==> src/rtl/tluh_32_pkg.sv <==
// TL-UL shared types and request legality helper.
// Pure package: no logic, no latency.
// No flow control: consumers apply the helper combinationally.
package tluh_32_pkg;

  typedef enum logic [2:0] {
    PutFullData    = 3'd0,
    PutPartialData = 3'd1,
    Get            = 3'd4
  } tl_a_op_e;

  typedef enum logic [2:0] {
    AccessAck     = 3'd0,
    AccessAckData = 3'd1
  } tl_d_op_e;

  // Widest bus the helper covers (512-bit data) and widest size/offset field.
  localparam int unsigned TlMaxMW  = 64;
  localparam int unsigned TlMaxSzW = 8;

  // Callers zero-extend size, low address bits and mask to the maximum widths
  // and pass their own log2(bytes per beat) as sub_aw.
  function automatic logic tl_req_legal(
    input logic [2:0]          opcode,
    input logic [TlMaxSzW-1:0] size,
    input logic [TlMaxSzW-1:0] addr_lo,
    input logic [TlMaxMW-1:0]  mask,
    input int unsigned         sub_aw
  );
    logic        op_ok, size_ok, align_ok, mask_ok;
    int unsigned lo, hi;
    op_ok    = (opcode == Get) || (opcode == PutFullData) || (opcode == PutPartialData);
    size_ok  = (32'(size) <= sub_aw);
    lo       = 32'(addr_lo);
    hi       = size_ok ? lo + (32'd1 << size) : lo;
    align_ok = size_ok ? ((lo & ((32'd1 << size) - 32'd1)) == 32'd0) : 1'b0;
    mask_ok  = 1'b1;
    for (int unsigned i = 0; i < TlMaxMW; i++) begin
      if (i < lo || i >= hi) begin
        if (mask[i]) mask_ok = 1'b0;
      end else if (opcode == PutFullData && !mask[i]) begin
        mask_ok = 1'b0;
      end
    end
    return op_ok && size_ok && align_ok && mask_ok;
  endfunction

endpackage

==> src/rtl/tlul_req_chk.sv <==
// Combinational TL-UL A-channel legality check (opcode, size, alignment, mask).
// Latency: zero cycles.
// No flow control: result is valid whenever the inputs are.
module tlul_req_chk
  import tluh_32_pkg::*;
#(
  parameter int unsigned DW  = 32,
  parameter int unsigned SZW = 2,
  localparam int unsigned MW    = DW / 8,
  localparam int unsigned SubAW = $clog2(MW)
) (
  input  logic [2:0]       opcode,
  input  logic [SZW-1:0]   size,
  input  logic [SubAW-1:0] addr_lo,
  input  logic [MW-1:0]    mask,
  output logic             legal
);

  logic [TlMaxSzW-1:0] size_x, addr_x;
  logic [TlMaxMW-1:0]  mask_x;

  assign size_x = TlMaxSzW'(size);
  assign addr_x = TlMaxSzW'(addr_lo);
  assign mask_x = TlMaxMW'(mask);

  // Evaluate the shared helper on zero-extended fields.
  always_comb begin
    legal = tl_req_legal(opcode, size_x, addr_x, mask_x, SubAW);
  end

endmodule

==> src/rtl/tlul_err_resp.sv <==
// TL-UL error filter: forwards legal requests, answers illegal ones with d_error=1.
// Latency: forwarded path 0 cycles; error response 1 cycle after A acceptance.
// Backpressure: A gated by outstanding count; illegal requests wait for drain; error held until d_ready_i.
module tlul_err_resp
  import tluh_32_pkg::*;
#(
  parameter int unsigned DW             = 32,
  parameter int unsigned AW             = 32,
  parameter int unsigned IW             = 8,
  parameter int unsigned SZW            = 2,
  parameter int unsigned MaxOutstanding = 2,
  localparam int unsigned MW    = DW / 8,
  localparam int unsigned SubAW = $clog2(MW)
) (
  input  logic           clk_i,
  input  logic           rst_i,
  input  logic           a_valid_i,
  output logic           a_ready_o,
  input  logic [2:0]     a_opcode_i,
  input  logic [SZW-1:0] a_size_i,
  input  logic [AW-1:0]  a_address_i,
  input  logic [MW-1:0]  a_mask_i,
  input  logic [IW-1:0]  a_source_i,
  output logic           dev_a_valid_o,
  input  logic           dev_a_ready_i,
  input  logic           dev_d_valid_i,
  output logic           dev_d_ready_o,
  input  logic [2:0]     dev_d_opcode_i,
  input  logic [SZW-1:0] dev_d_size_i,
  input  logic [IW-1:0]  dev_d_source_i,
  input  logic           dev_d_error_i,
  input  logic [DW-1:0]  dev_d_data_i,
  output logic           d_valid_o,
  input  logic           d_ready_i,
  output logic [2:0]     d_opcode_o,
  output logic [SZW-1:0] d_size_o,
  output logic [IW-1:0]  d_source_o,
  output logic           d_error_o,
  output logic [DW-1:0]  d_data_o,
  output logic           chk_err_o,
  output logic           unexp_rsp_o
);

  localparam int unsigned CW = $clog2(MaxOutstanding + 1);

  typedef enum logic {IDLE, ERR_RSP} state_e;

  state_e         state, state_nxt;
  logic [CW-1:0]  out_cnt;
  logic [IW-1:0]  err_source;
  logic [SZW-1:0] err_size;
  logic           err_is_get;
  logic           legal, cnt_open, err_accept, dev_a_hs, dev_d_hs;
  logic           unused_addr;

  // Upper address bits travel to the device on its own wiring; only the offset is checked here.
  assign unused_addr = ^a_address_i[AW-1:SubAW];

  tlul_req_chk #(.DW(DW), .SZW(SZW)) u_req_chk (
    .opcode  (a_opcode_i),
    .size    (a_size_i),
    .addr_lo (a_address_i[SubAW-1:0]),
    .mask    (a_mask_i),
    .legal   (legal)
  );

  assign chk_err_o = a_valid_i & ~legal;
  assign cnt_open  = (out_cnt < CW'(MaxOutstanding));

  // Next state, channel gating and D-channel mux.
  always_comb begin
    state_nxt     = state;
    a_ready_o     = 1'b0;
    dev_a_valid_o = 1'b0;
    dev_d_ready_o = 1'b0;
    d_valid_o     = 1'b0;
    d_opcode_o    = dev_d_opcode_i;
    d_size_o      = dev_d_size_i;
    d_source_o    = dev_d_source_i;
    d_error_o     = dev_d_error_i;
    d_data_o      = dev_d_data_i;
    err_accept    = 1'b0;
    unique case (state)
      IDLE: begin
        d_valid_o     = dev_d_valid_i;
        dev_d_ready_o = d_ready_i;
        if (legal) begin
          dev_a_valid_o = a_valid_i & cnt_open & ~rst_i;
          a_ready_o     = dev_a_ready_i & cnt_open & ~rst_i;
        end else begin
          // Illegal requests wait until every forwarded request has been answered.
          a_ready_o  = (out_cnt == '0) & ~rst_i;
          err_accept = a_valid_i & a_ready_o;
          if (err_accept) state_nxt = ERR_RSP;
        end
      end
      ERR_RSP: begin
        d_valid_o  = 1'b1;
        d_error_o  = 1'b1;
        d_opcode_o = err_is_get ? AccessAckData : AccessAck;
        d_size_o   = err_size;
        d_source_o = err_source;
        d_data_o   = '1;
        if (d_ready_i) state_nxt = IDLE;
      end
      default: state_nxt = IDLE;
    endcase
  end

  assign dev_a_hs    = dev_a_valid_o & dev_a_ready_i;
  assign dev_d_hs    = dev_d_valid_i & dev_d_ready_o;
  assign unexp_rsp_o = dev_d_hs & (out_cnt == '0);

  // State register and captured fields of the request being answered with an error.
  always_ff @(posedge clk_i or posedge rst_i) begin
    if (rst_i) begin
      state      <= IDLE;
      err_source <= '0;
      err_size   <= '0;
      err_is_get <= 1'b0;
    end else begin
      state <= state_nxt;
      if (err_accept) begin
        err_source <= a_source_i;
        err_size   <= a_size_i;
        err_is_get <= (a_opcode_i == Get);
      end
    end
  end

  // Outstanding forwarded requests; a response with nothing outstanding leaves it at zero.
  always_ff @(posedge clk_i or posedge rst_i) begin
    if (rst_i) begin
      out_cnt <= '0;
    end else if (dev_a_hs && !(dev_d_hs && out_cnt != '0)) begin
      out_cnt <= out_cnt + 1'b1;
    end else if (!dev_a_hs && dev_d_hs && out_cnt != '0) begin
      out_cnt <= out_cnt - 1'b1;
    end
  end

endmodule

==> config.mk <==
export PLATFORM = sky130hd
export DESIGN_NAME = tlul_err_resp
export DESIGN_NICKNAME = d
export VERILOG_FILES = /design/src/rtl/tluh_32_pkg.sv /design/src/rtl/tlul_req_chk.sv /design/src/rtl/tlul_err_resp.sv
export SDC_FILE = /design/constraint.sdc
export NUM_CORES = 1
export LEC_CHECK = 0
export CAP_MARGIN = 40
export CORE_AREA = 2 2 59 61
export DETAILED_ROUTE_END_ITERATION = 8
export DIE_AREA = 0 0 61 63
export DONT_BUFFER_PORTS = 1
export SYNTH_ARGS = -nofsm -noshare
export SYNTH_HDL_FRONTEND = slang
export SYNTH_SLANG_ARGS = --single-unit
==> constraint.sdc <==
create_clock -name clk_i -period 3.53 [get_ports clk_i]
set_input_delay 0.1765 -clock clk_i [delete_from_list [all_inputs] [get_ports clk_i]]
set_output_delay 0.1765 -clock clk_i [all_outputs]
set_load 0.05 [all_outputs]
=== Yosys cells after proc, flatten, opt, wreduce, memory -nomap -nowiden ===
Index checks and enable logic that the tools add are counted.

* Bits in registers: 14
* Output and inout bits: 52
* Logic and storage cells: 398

* $add $sub $neg: 4
* Magnitude comparators: 130
* Eq/ne operators: 2
* Shifts and indexed selects: 1
* Muxes and demuxes: 154
* Bitwise operators: 14
* Reductions and logical operators: 88

{| class="wikitable"
|+ Operator list
! cell !! count
|-
| $ge A6 B32 Y1 const A || 32
|-
| $ge A5 B32 Y1 const A || 16
|-
| $ge A4 B32 Y1 const A || 8
|-
| $lt A6 B2 Y1 const A || 32
|-
| $mux W1 || 145
|-
| $ge A3 B32 Y1 const A || 4
|-
| $lt A5 B2 Y1 const A || 16
|-
| $logic_or A1 B1 Y1 || 66
|-
| $ge A1 B32 Y1 const A || 2
|-
| $ge A2 B32 Y1 const A || 2
|-
| $mux W32 || 2
|-
| $add A2 B32 Y32 || 1
|-
| $and A2 B32 Y32 || 1
|-
| $logic_not A32 Y1 || 1
|-
| $lt A4 B2 Y1 const A || 8
|-
| $shl A1 B2 Y32 const A || 1
|-
| $sub A32 B1 Y32 const B || 1
|-
| $lt A3 B2 Y1 const A || 4
|-
| $logic_and A1 B1 Y1 || 11
|-
| $and A1 B1 Y1 || 10
|-
| $mux W8 || 1
|-
| $logic_not A1 Y1 || 6
|-
| $mux W2 || 3
|-
| $lt A1 B2 Y1 const A || 2
|-
| other kinds (13) || 18
|}

=== Depth between registers and ports, before layout ===
Gate-level depths: netlist (run 1).

* Depth in word-level cells: 141
* Mapped depth: 13
* Mapped depth without buffers: 10

=== Cells and area by module ===
From an unflattened synthesis (run 1), not the netlist that was laid out.

* Cells, all modules: 145
* Area total of the unflattened synthesis: 1360.1 µm²

{| class="wikitable"
|+ Modules (own cells, without submodules)
! module !! instances !! cells each !! area an instance (µm²) !! sequential area each (µm²)
|-
| tlul_err_resp || 1 || 101 || 1042.2 || 350.3
|-
| tlul_req_chk || 1 || 44 || 317.8 || 0.0
|}

=== Least setup slack after synthesis (run 1) ===
Ideal clock, no wire load.

* Kind: input to output
* Start: in a_size_i[1]
* End: out a_ready_o
* Data arrival time: 3755 ps
* Required time: 3354 ps
* Slack: -402 ps
* Stages on the path: 12
* Path buffers: 2
* Path through: buf_2 > buf_2 > nor2_1 > ha_1 > inv_1 > fa_1 > and2_1 > a221oi_1 > mux2_2 > or4b_4 > or2_1 > o21ai_1

* Longest elaborated chain between the ends: 135
* Elaborated cells between the ends (all ways): 271
* Those cells by class: 2 x add/sub; 65 x order compare; 1 x shift; 134 x mux; 1 x bitwise; 68 x reduce/logical

{| class="wikitable"
|+ RTL lines
! element !! RTL line !! source
|-
| from (decl) || tlul_err_resp.sv:20 || <nowiki>input logic [SZW-1:0] a_size_i,</nowiki>
|-
| $shl A1 B2 Y32 || tluh_32_pkg.sv:35, tluh_32_pkg.sv:36 ||
|-
| $add A2 B32 Y32 || tluh_32_pkg.sv:35 || <nowiki>hi = size_ok ? lo + (32'd1 << size) : lo;</nowiki>
|-
| $mux W32 || tluh_32_pkg.sv:35 ||
|-
| $ge A1 B32 Y1 || tluh_32_pkg.sv:39 || <nowiki>if (i < lo || i >= hi) begin</nowiki>
|-
| $logic_or A1 B1 Y1 || tluh_32_pkg.sv:39 ||
|-
| $mux W1 || tluh_32_pkg.sv:39 ||
|-
| $mux W1, on equally long branches || tluh_32_pkg.sv:41, tluh_32_pkg.sv:40 ||
|-
| $mux W1 || tluh_32_pkg.sv:39 ||
|-
| [119 not listed] || -- ||
|-
| $mux W1 || tluh_32_pkg.sv:39 ||
|-
| $mux W1 || tluh_32_pkg.sv:41 || <nowiki>end else if (opcode == PutFullData && !mask[i]) begin</nowiki>
|-
| $mux W1 || tluh_32_pkg.sv:39 ||
|-
| $mux W1 || tluh_32_pkg.sv:41 ||
|-
| $mux W1 || tluh_32_pkg.sv:39 ||
|-
| $logic_and A1 B1 Y1 (*) || tluh_32_pkg.sv:45 || <nowiki>return op_ok && size_ok && align_ok && mask_ok;</nowiki>
|-
| $mux W1 (*) || tlul_err_resp.sv:87 || <nowiki>if (legal) begin</nowiki>
|-
| $mux W1 (*) || tlul_err_resp.sv:83 || <nowiki>unique case (state)</nowiki>
|-
| to (decl) || tlul_err_resp.sv:18 || <nowiki>output logic a_ready_o,</nowiki>
|}

Mark *: on every way between the ends. The rest lies on a longest branch, timed or not.

=== Final worst setup path (run 1) ===
Ends and elaborated chain as after synthesis.

==> Implementation_results.wiki, run 1 <==
{| class="wikitable"
! Metric !! Value
|-
| Outcome || finished clean
|-
| Gate family responsible for the most delay along the worst path || simple AND/OR/NAND/NOR gates
|-
| Top library cells by usage in the layout, fill and taps aside || or2_2 (34), dfrtp_1 (14), mux2_2 (12), mux2_4 (9), nor2b_1 (8)
|-
| Maximum buffer depth of the clock tree || 2
|-
| PnR worst setup slack || 154.2 ps
|-
| Via count of the first global-routing pass || 1155
|-
| Most common cell after layout, fill and taps aside || or2_2
|-
| Power density relative to cell area || around 460 mW/mm2
|-
| Number of sinks on the clock net || 14
|-
| Delay of the slowest critical-path stage || approximately 570 ps
|-
| Net count of the finished layout || 275
|-
| Clock Root Buffer || clkbuf_4
|-
| Post-DR vias/cell || between 5 and 6
|-
| Hold Fails Final Rpt || 0
|-
| Ys async rst share || 100.0%
|-
| Slowest cell on the critical path || or4b_4
|-
| Cells on Worst Hold Path || 1
|-
| Inserted Clock Buffers || 3
|-
| Critical Path Start Type || primary input
|-
| Post-route DRC violation count || 0
|-
| Cell Area, Placed || 0.001580 mm2
|-
| Initial antenna violation count || 1
|-
| Highest clock frequency the design can meet || 296.2 MHz
|-
| Yosys warns || 0
|-
| Number of placed instances with taps included || 209
|-
| Vias post-DR || 1236
|-
| Starting density of the core || 45.92%
|-
| Final std cell area, no fill || 0.001625 mm2
|-
| Cells traversed along the worst timing path || nor2_2, ha_2, inv_1, fa_2, and2_1, a221oi_1, mux2_2, or4b_4, or2_4, o21ai_4
|-
| Seq/Total Area, Yosys || 23.61%
|-
| Total congestion overflow after global routing || 0
|-
| Cell count along the critical path || 10
|-
| Half-perimeter wire length of the detailed placement result || 3070 um
|-
| First-pass GRT wire length || 5533 um
|-
| CP arrival || 3200 ps
|-
| Share of the clock period used by the worst path || 95.63%
|-
| # IOs || 153
|-
| CTS H-tree lvls || 1
|-
| EDFF count, synth || 0
|-
| Path depth of the worst reg2reg path || 6
|-
| WP data required || 3350 ps
|-
| Peak supply drop || about 0.23 mV
|-
| Area delta synth->final || 9.528%
|-
| Post-DRT Antenna Nets || 0
|-
| Syn Std Cell Area || 0.001484 mm2
|-
| Type of element capturing the critical path || primary output
|-
| GR Util All Layers || roughly a fifth
|-
| Synth Instances || 165
|-
| Critical path class || primary input to primary output
|-
| Core Area || 0.003232 mm2
|-
| Power Total || 755.0 uW
|-
| Width of the die || 61 um
|-
| Clock-pin slew of the registers on the worst-case setup and hold paths || 90 ps
|-
| Flip-flop and latch count after synthesis || 14
|-
| Count of final max-slew check failures || 0
|-
| Routability congestion estimate || 0.7954
|-
| Class of the worst hold path || primary input to register
|-
| Count of placed standard cells in the final layout, fillers left out || 214
|-
| Number of setup violations in the final report || 0
|-
| Buffers & Inverters on Critical Path || 1
|-
| Maximum number of pins on one net before global-route repair || just over 50
|-
| Leakage component of the power || 0.0007088 uW
|-
| Synthesized Nets || 270
|-
| Clock latency on the worst-skew pair || 270 ps
|-
| Average size of a mapped cell || 8.993 um2
|-
| Fraction of final layout cells with drive strength greater than 1 || between 40 and 50%
|-
| TritonCTS clock tree || built
|-
| Post-synth top flop || dfrtp_1
|-
| Standard-cell rows || 21
|-
| Routed wire length per instance || 17.57 um
|-
| Final critical path time including I/O delays and setup || around 3400 ps
|-
| Max-slew headroom at the worst pin || 63.54%
|-
| Max Fanout on Critical Path || 20
|-
| Worst-margin pin slew || 546.3 ps
|-
| Worst clock skew || 11.04 ps
|-
| Die boundary height || 63 um
|-
| Max capacitance violation total || 0
|-
| Starting DRT DRC Count || 33
|-
| Die outline area || roughly 0.0038 mm2
|-
| Count of unique library cells instantiated by Yosys || 49
|-
| Unrepaired setup endpoints after global routing || false
|-
| Final routed wirelength across all metal layers || 3761 um
|-
| Post-Place Setup Slack || between 100 and 150 ps
|-
| Inserted Diodes || 0
|-
| Pre-Repair DR Iteration Count || 6
|-
| Count of port buffers added during placement || 0
|}
## state kept, by name (all words and copies together) (netlist names)
name        flops
err_size        2
out_cnt         2
state           1
err_source      8
err_is_get      1
## synth_stat cells, types with 2 or more instances
cell	count	area share [%]
and4b_1	2	1.3
a211oi_1	3	1.5
o21ai_0	4	1.3
dfrtp_1	14	24
a21o_1	2	1.0
mux2_2	12	9.1
buf_2	3	1.0
a221oi_1	2	1.2
mux2_4	9	9.1
mux2_1	2	1.5
nor2_1	5	1.3
and3_1	2	0.84
o21a_1	2	1.0
clkbuf_1	4	1.0
nand2_1	6	1.5
nor3_1	4	1.3
and2_1	3	1.3
nand3_1	3	1.0
o21ai_1	3	1.0
or2_2	34	14
ha_1	3	2.5
a21oi_1	2	0.67
or3_1	2	0.84
inv_1	7	1.8
nor2b_1	8	3.4
## stage by stage
step / hold slack [ps] / setup TNS (ps) / util [%]
after floorplan: 65.72 / -14.75 / -
after global placement: 136.5 / 0 / 48.43
after detailed placement: 146.9 / 0 / 48.90
after CTS: 14.69 / 0 / 50.21
after global routing: 6.398 / 0 / 50.29
final: 24.61 / 0 / 50.29
## routing by layer
metal / track usage [%] / wire length [um]
met1: 23.57 / 1512
met2: 30.38 / 1824
met3: 6.004 / 408
met4: 6.522 / 1
met5: 0 / 13
## layout make-up
| class | instances | area [um2] |
|---|---|---|
| timing repair buffer | 9 | 85.08 |
| inverter | 7 | 26.28 |
| clock buffer | 3 | 22.52 |
| multi-input combinational | 135 | 1084 |
| tap | 46 | 57.56 |
| fill | 309 | 1607 |
| sequential | 14 | 350.3 |
## power by group
group	total, uW	switching, uW	internal, uW
Sequential	209	17.3	191
Clock	86.9	47.5	39.4
Combinational	460	329	130
## timing repair
action,CTS,global route
resized for setup,0,1
hold buffers,2,0
endpoints found under the hold margin,15,0
endpoints found under the setup margin,0,3
buffers inserted,0,0
## worst paths after layout
check                                                from                        end  slack [ps]
worst max register to register     out_cnt[1]$_DFFE_PP0P_  err_source[1]$_DFFE_PP0P_        1730
worst min-delay path                        a_source_i[3]  err_source[3]$_DFFE_PP0P_          20
min in group asynchronous                           rst_i            state$_DFF_PP0_         400
worst min register to register  err_source[7]$_DFFE_PP0P_  err_source[7]$_DFFE_PP0P_         510
max in group asynchronous                           rst_i  err_source[0]$_DFFE_PP0P_        2760
worst max-delay path                          a_size_i[1]                  a_ready_o         150
## cell families after synthesis
logic type,Yosys count,share of synthesized area [%]
compound gates,29,14.76
xor+xnor,1,0.5903
fa+ha+maj,4,3.879
buf+inv,16,5.396
flops,14,23.61
mux,23,19.73
simple gates,78,32.04
(Power assumes the default switching activity.)
==> run 2: changes to the inputs <==
--- a/config.mk
+++ b/config.mk
@@ -6,10 +6,11 @@
 export NUM_CORES = 1
 export LEC_CHECK = 0
 export CAP_MARGIN = 40
-export CORE_AREA = 2 2 59 61
+export CORE_AREA = 2 2 58 60
 export DETAILED_ROUTE_END_ITERATION = 8
-export DIE_AREA = 0 0 61 63
+export DIE_AREA = 0 0 60 62
 export DONT_BUFFER_PORTS = 1
 export SYNTH_ARGS = -nofsm -noshare
 export SYNTH_HDL_FRONTEND = slang
+export SYNTH_HIERARCHICAL = 1
 export SYNTH_SLANG_ARGS = --single-unit
==> constraint.sdc (replaced) <==
create_clock -name clk_i -period 3.53 [get_ports clk_i]
set_input_delay 0.1765 -clock clk_i [delete_from_list [all_inputs] [get_ports clk_i]]
set_output_delay 0.1765 -clock clk_i [all_outputs]
set_load 0.02 [all_outputs]
==> Implementation_results.wiki, run 2 <==
{| class="wikitable"
! Metric !! Value
|-
| Main area contributors after synthesis || dfrtp_1 (26%), or2_2 (16%), mux2_4 (11%), mux2_2 (11%), ha_1 (3.7%)
|-
| Hold endpoint || err_source[5]$_DFFE_PP0P_
|-
| Width of the die || 60 um
|-
| Launch instance of the worst min-delay path || a_source_i[5]
|-
| Gate family responsible for the most delay along the worst path || simple AND/OR/NAND/NOR gates
|-
| Power density relative to cell area || 395.4 mW/mm2
|-
| Path depth of the worst reg2reg path || 3
|-
| Delay of the slowest critical-path stage || about 330 ps
|-
| Post-synthesis mux area share || approximately a quarter
|-
| Sequential Power Share || a little over a third
|-
| Die boundary height || 62 um
|-
| Ys async rst share || 100.0%
|-
| Highest clock frequency the design can meet || 344.8 MHz
|-
| Number of setup violations in the final report || 0
|-
| Type of element capturing the critical path || primary output
|-
| Post-synth top flop || dfrtp_1
|-
| Routability congestion estimate || 0.8043
|-
| Critical path class || primary input to primary output
|-
| Compound-Gate Fraction of Synth Area || 8.372%
|-
| Count of unique library cells instantiated by Yosys || 37
|-
| Post-route worst hold slack || 51.61 ps
|-
| Post-route DRC violation count || 0
|-
| Synthesized Nets || 251
|-
| Synth Instances || ~150
|-
| Clock-pin slew of the registers on the worst-case setup and hold paths || roughly 80 ps
|-
| Vias post-DR || 1071
|-
| Inserted Clock Buffers || 3
|-
| Fraction of the mapped netlist area in adder cells || between 5 and 6%
|-
| Seq/Total Area, Yosys || around a quarter
|-
| Filler Cells Inserted || 315
|-
| Peak supply drop || roughly 0.085 mV
|-
| Net count of the finished layout || 254
|-
| Max-slew headroom at the worst pin || between 50% and 60%
|-
| Maximum number of pins on one net before global-route repair || 53
|-
| Clock latency on the worst-skew pair || 270 ps
|-
| Flip-flop and latch count after synthesis || 14
|-
| Post-DR vias/cell || between 5 and 6
|-
| Slowest cell on the critical path || mux2_4
|-
| Top cell types by occurrence after synthesis || or2_2 (34), dfrtp_1 (14), mux2_2 (13)
|-
| Class of the worst hold path || primary input to register
|-
| Final critical path time including I/O delays and setup || 2901 ps
|-
| Average size of a mapped cell || 9.380 um2
|-
| Worst clock skew || 2.452 ps
|-
| Net switching power figure || 224.6 uW
|-
| Top library cells by usage in the layout, fill and taps aside || or2_2 (34), dfrtp_1 (14), mux2_2 (13), mux2_4 (10), nor2_1 (8)
|-
| # IOs || roughly 150
|-
| Dominant cell type by area after synthesis || dfrtp_1
|-
| Buffers & Inverters on Critical Path || 2
|-
| Largest registers || err_source x8, err_size x2, out_cnt x2
|-
| Share of Yosys cell area claimed by the top area cell type || 25.76%
|-
| Cell with the most instances after synthesis || or2_2
|-
| Setup TNS Final || 0 ps
|-
| Count of final max-slew check failures || 0
|-
| Routed wire length per instance || 16.43 um
|-
| Simple-gate share of the synthesized area || around 32%
|-
| Worst-margin pin slew || 740.7 ps
|-
| Maximum buffer depth of the clock tree || 2
|-
| Final std cell area, no fill || around 0.0014 mm2
|-
| CTS H-tree lvls || 1
|-
| Fraction of final layout cells with drive strength greater than 1 || 45.89%
|-
| WP data required || 3350 ps
|-
| Reg-to-reg endpoint || err_source[2]$_DFFE_PP0P_
|-
| Final routed wirelength across all metal layers || 3155 um
|-
| Most common cell after layout, fill and taps aside || or2_2
|-
| Starting DRT DRC Count || 31
|-
| First-pass GRT wire length || 4077 um
|-
| Clock Root Buffer || clkbuf_4
|-
| Post-CTS setup-driven buffer insertion count || 0
|-
| Clk network pwr share || approximately 15%
|-
| Max FFs per register || 8
|-
| Standard-cell rows || 21
|-
| Inserted Diodes || 0
|-
| Internal reg-to-reg setup slack || between 1500 and 2000 ps
|-
| Via count of the first global-routing pass || 889
|-
| Outcome || finished clean
|-
| Switching portion of total power || 39.34%
|-
| Pre-Repair DR Iteration Count || 4
|-
| Combinational family with the most area after synthesis || simple AND/OR/NAND/NOR gates
|-
| CP arrival || approximately 2700 ps
|-
| Cells traversed along the worst timing path || nor2b_1, ha_1, a21oi_1, nor3_1, ha_1, and3b_1, a21oi_1, mux2_4, nor4_2, buf_4, a21oi_1, nor4_1, buf_4
|-
| Reg2Reg Launch Point || out_cnt[1]$_DFFE_PP0P_
|-
| EDFF count, synth || 0
|-
| Parity-gate share of the synthesized area counting xor and xnor cells || 1.196%
|-
| Half-perimeter wire length of the detailed placement result || around 2500 um
|-
| Cells on Worst Hold Path || 1
|-
| GR Util All Layers || 14.68%
|-
| Yosys warns || 6
|-
| Leakage component of the power || 0.0006457 uW
|-
| Most numerous cell on the critical path || a21oi_1
|-
| Die outline area || 0.003720 mm2
|-
| Syn Std Cell Area || 0.001360 mm2
|-
| Core Area || 0.003179 mm2
|-
| Cell Area, Placed || approximately 0.0014 mm2
|-
| Logic pwr share || 48.9%
|-
| Number of sinks on the clock net || 14
|-
| Unrepaired setup endpoints after global routing || false
|-
| Initial antenna violation count || 0
|-
| Total congestion overflow after global routing || 0
|-
| Area delta synth->final || 6.163%
|-
| Critical Path Start Type || primary input
|-
| Count of port buffers added during placement || 0
|-
| TritonCTS clock tree || built
|-
| Max capacitance violation total || 0
|-
| Register with the highest flop count || err_source
|-
| Starting density of the core || 42.78%
|-
| Share of the clock period used by the worst path || slightly above 80%
|-
| Hold Fails Final Rpt || 0
|-
| Post-DRT Antenna Nets || 0
|-
| Internal Power || around 350 uW
|-
| Max Fanout on Critical Path || 8
|}
==> run 2: logic make-up (layout without fill, tap and decap cells) <==
| family | Yosys count | count (layout) |
|---|---|---|
| AO/OA/AOI/OAI | 18 | 18 |
| multiplexers | 25 | 25 |
| flip-flops | 14 | 14 |
| AND/OR/NAND/NOR | 70 | 70 |
| XOR/XNOR | 1 | 1 |
| buffers and inverters | 12 | 13 |
| adder cells (fa/ha/maj) | 5 | 5 |
==> run 2: area by class of cell <==
cell class / count / area [um2] / share of cell area (%)
multi-input cells: 119 / 952.2 / 65.94
repair buffers: 5 / 42.54 / 2.946
well taps: 46 / 57.56 / 3.986
inverters: 5 / 18.77 / 1.300
clock buffers: 3 / 22.52 / 1.560
flip-flops and latches: 14 / 350.3 / 24.26
==> run 2: power by group through the flow <==
stage | sequential, uW | clock [uW] | combinational, uW
after floorplan | 207 | 0 | 257
after global placement | 209 | 0 | 277
after detailed placement | 211 | 0 | 278
after CTS | 208 | 89.9 | 282
after global routing | 211 | 100 | 302
final | 208 | 83.9 | 279
==> run 2: stage by stage <==
step                power, uW  cells  setup slack, ps  utilization, %
floorplan               463.9    145            370.5               -
global placement        485.8    187            463.9           44.08
detailed placement      488.6    187            447.7           44.08
CTS                     579.2    192            592.1           45.42
global route            613.4    192            369.7           45.42
finish                  570.9    192            629.5           45.42
==> run 2: worst reg2reg max path, stage by stage (launching register included) <==
cell     delay [ps]
dfrtp_1         450
nor4b_4         420
nand2_2         320
mux2_4          380
==> run 2: per-layer routing <==
layer | global-route usage [%] | routed length, um | vias up
met5 | 0 | 0 | -
met4 | 5.714 | 18 | 0
met3 | 2.484 | 216 | 2
met2 | 24.07 | 1487 | 53
met1 | 19.34 | 1432 | 508
li1 | - | - | 508
==> run 2: how the worst max path moves through the flow <==
stage           startpoint                        end  slack, ps  cells past startpoint
2_1_floorplan  a_size_i[1]                  a_ready_o        370                     12
3_3_place_gp   a_size_i[0]  err_source[0]$_DFFE_PP0P_        460                     12
3_5_place_dp   a_size_i[0]  err_source[0]$_DFFE_PP0P_        450                     13
4_1_cts        a_size_i[0]                  a_ready_o        590                     13
5_1_grt        a_size_i[0]                  a_ready_o        370                     14
6_report       a_size_i[0]                  a_ready_o        630                     13
==> run 2: repair_timing <==
action                    CTS  global route
resized for setup           0             0
hold endpoints to repair   15             0
hold buffers                2             0
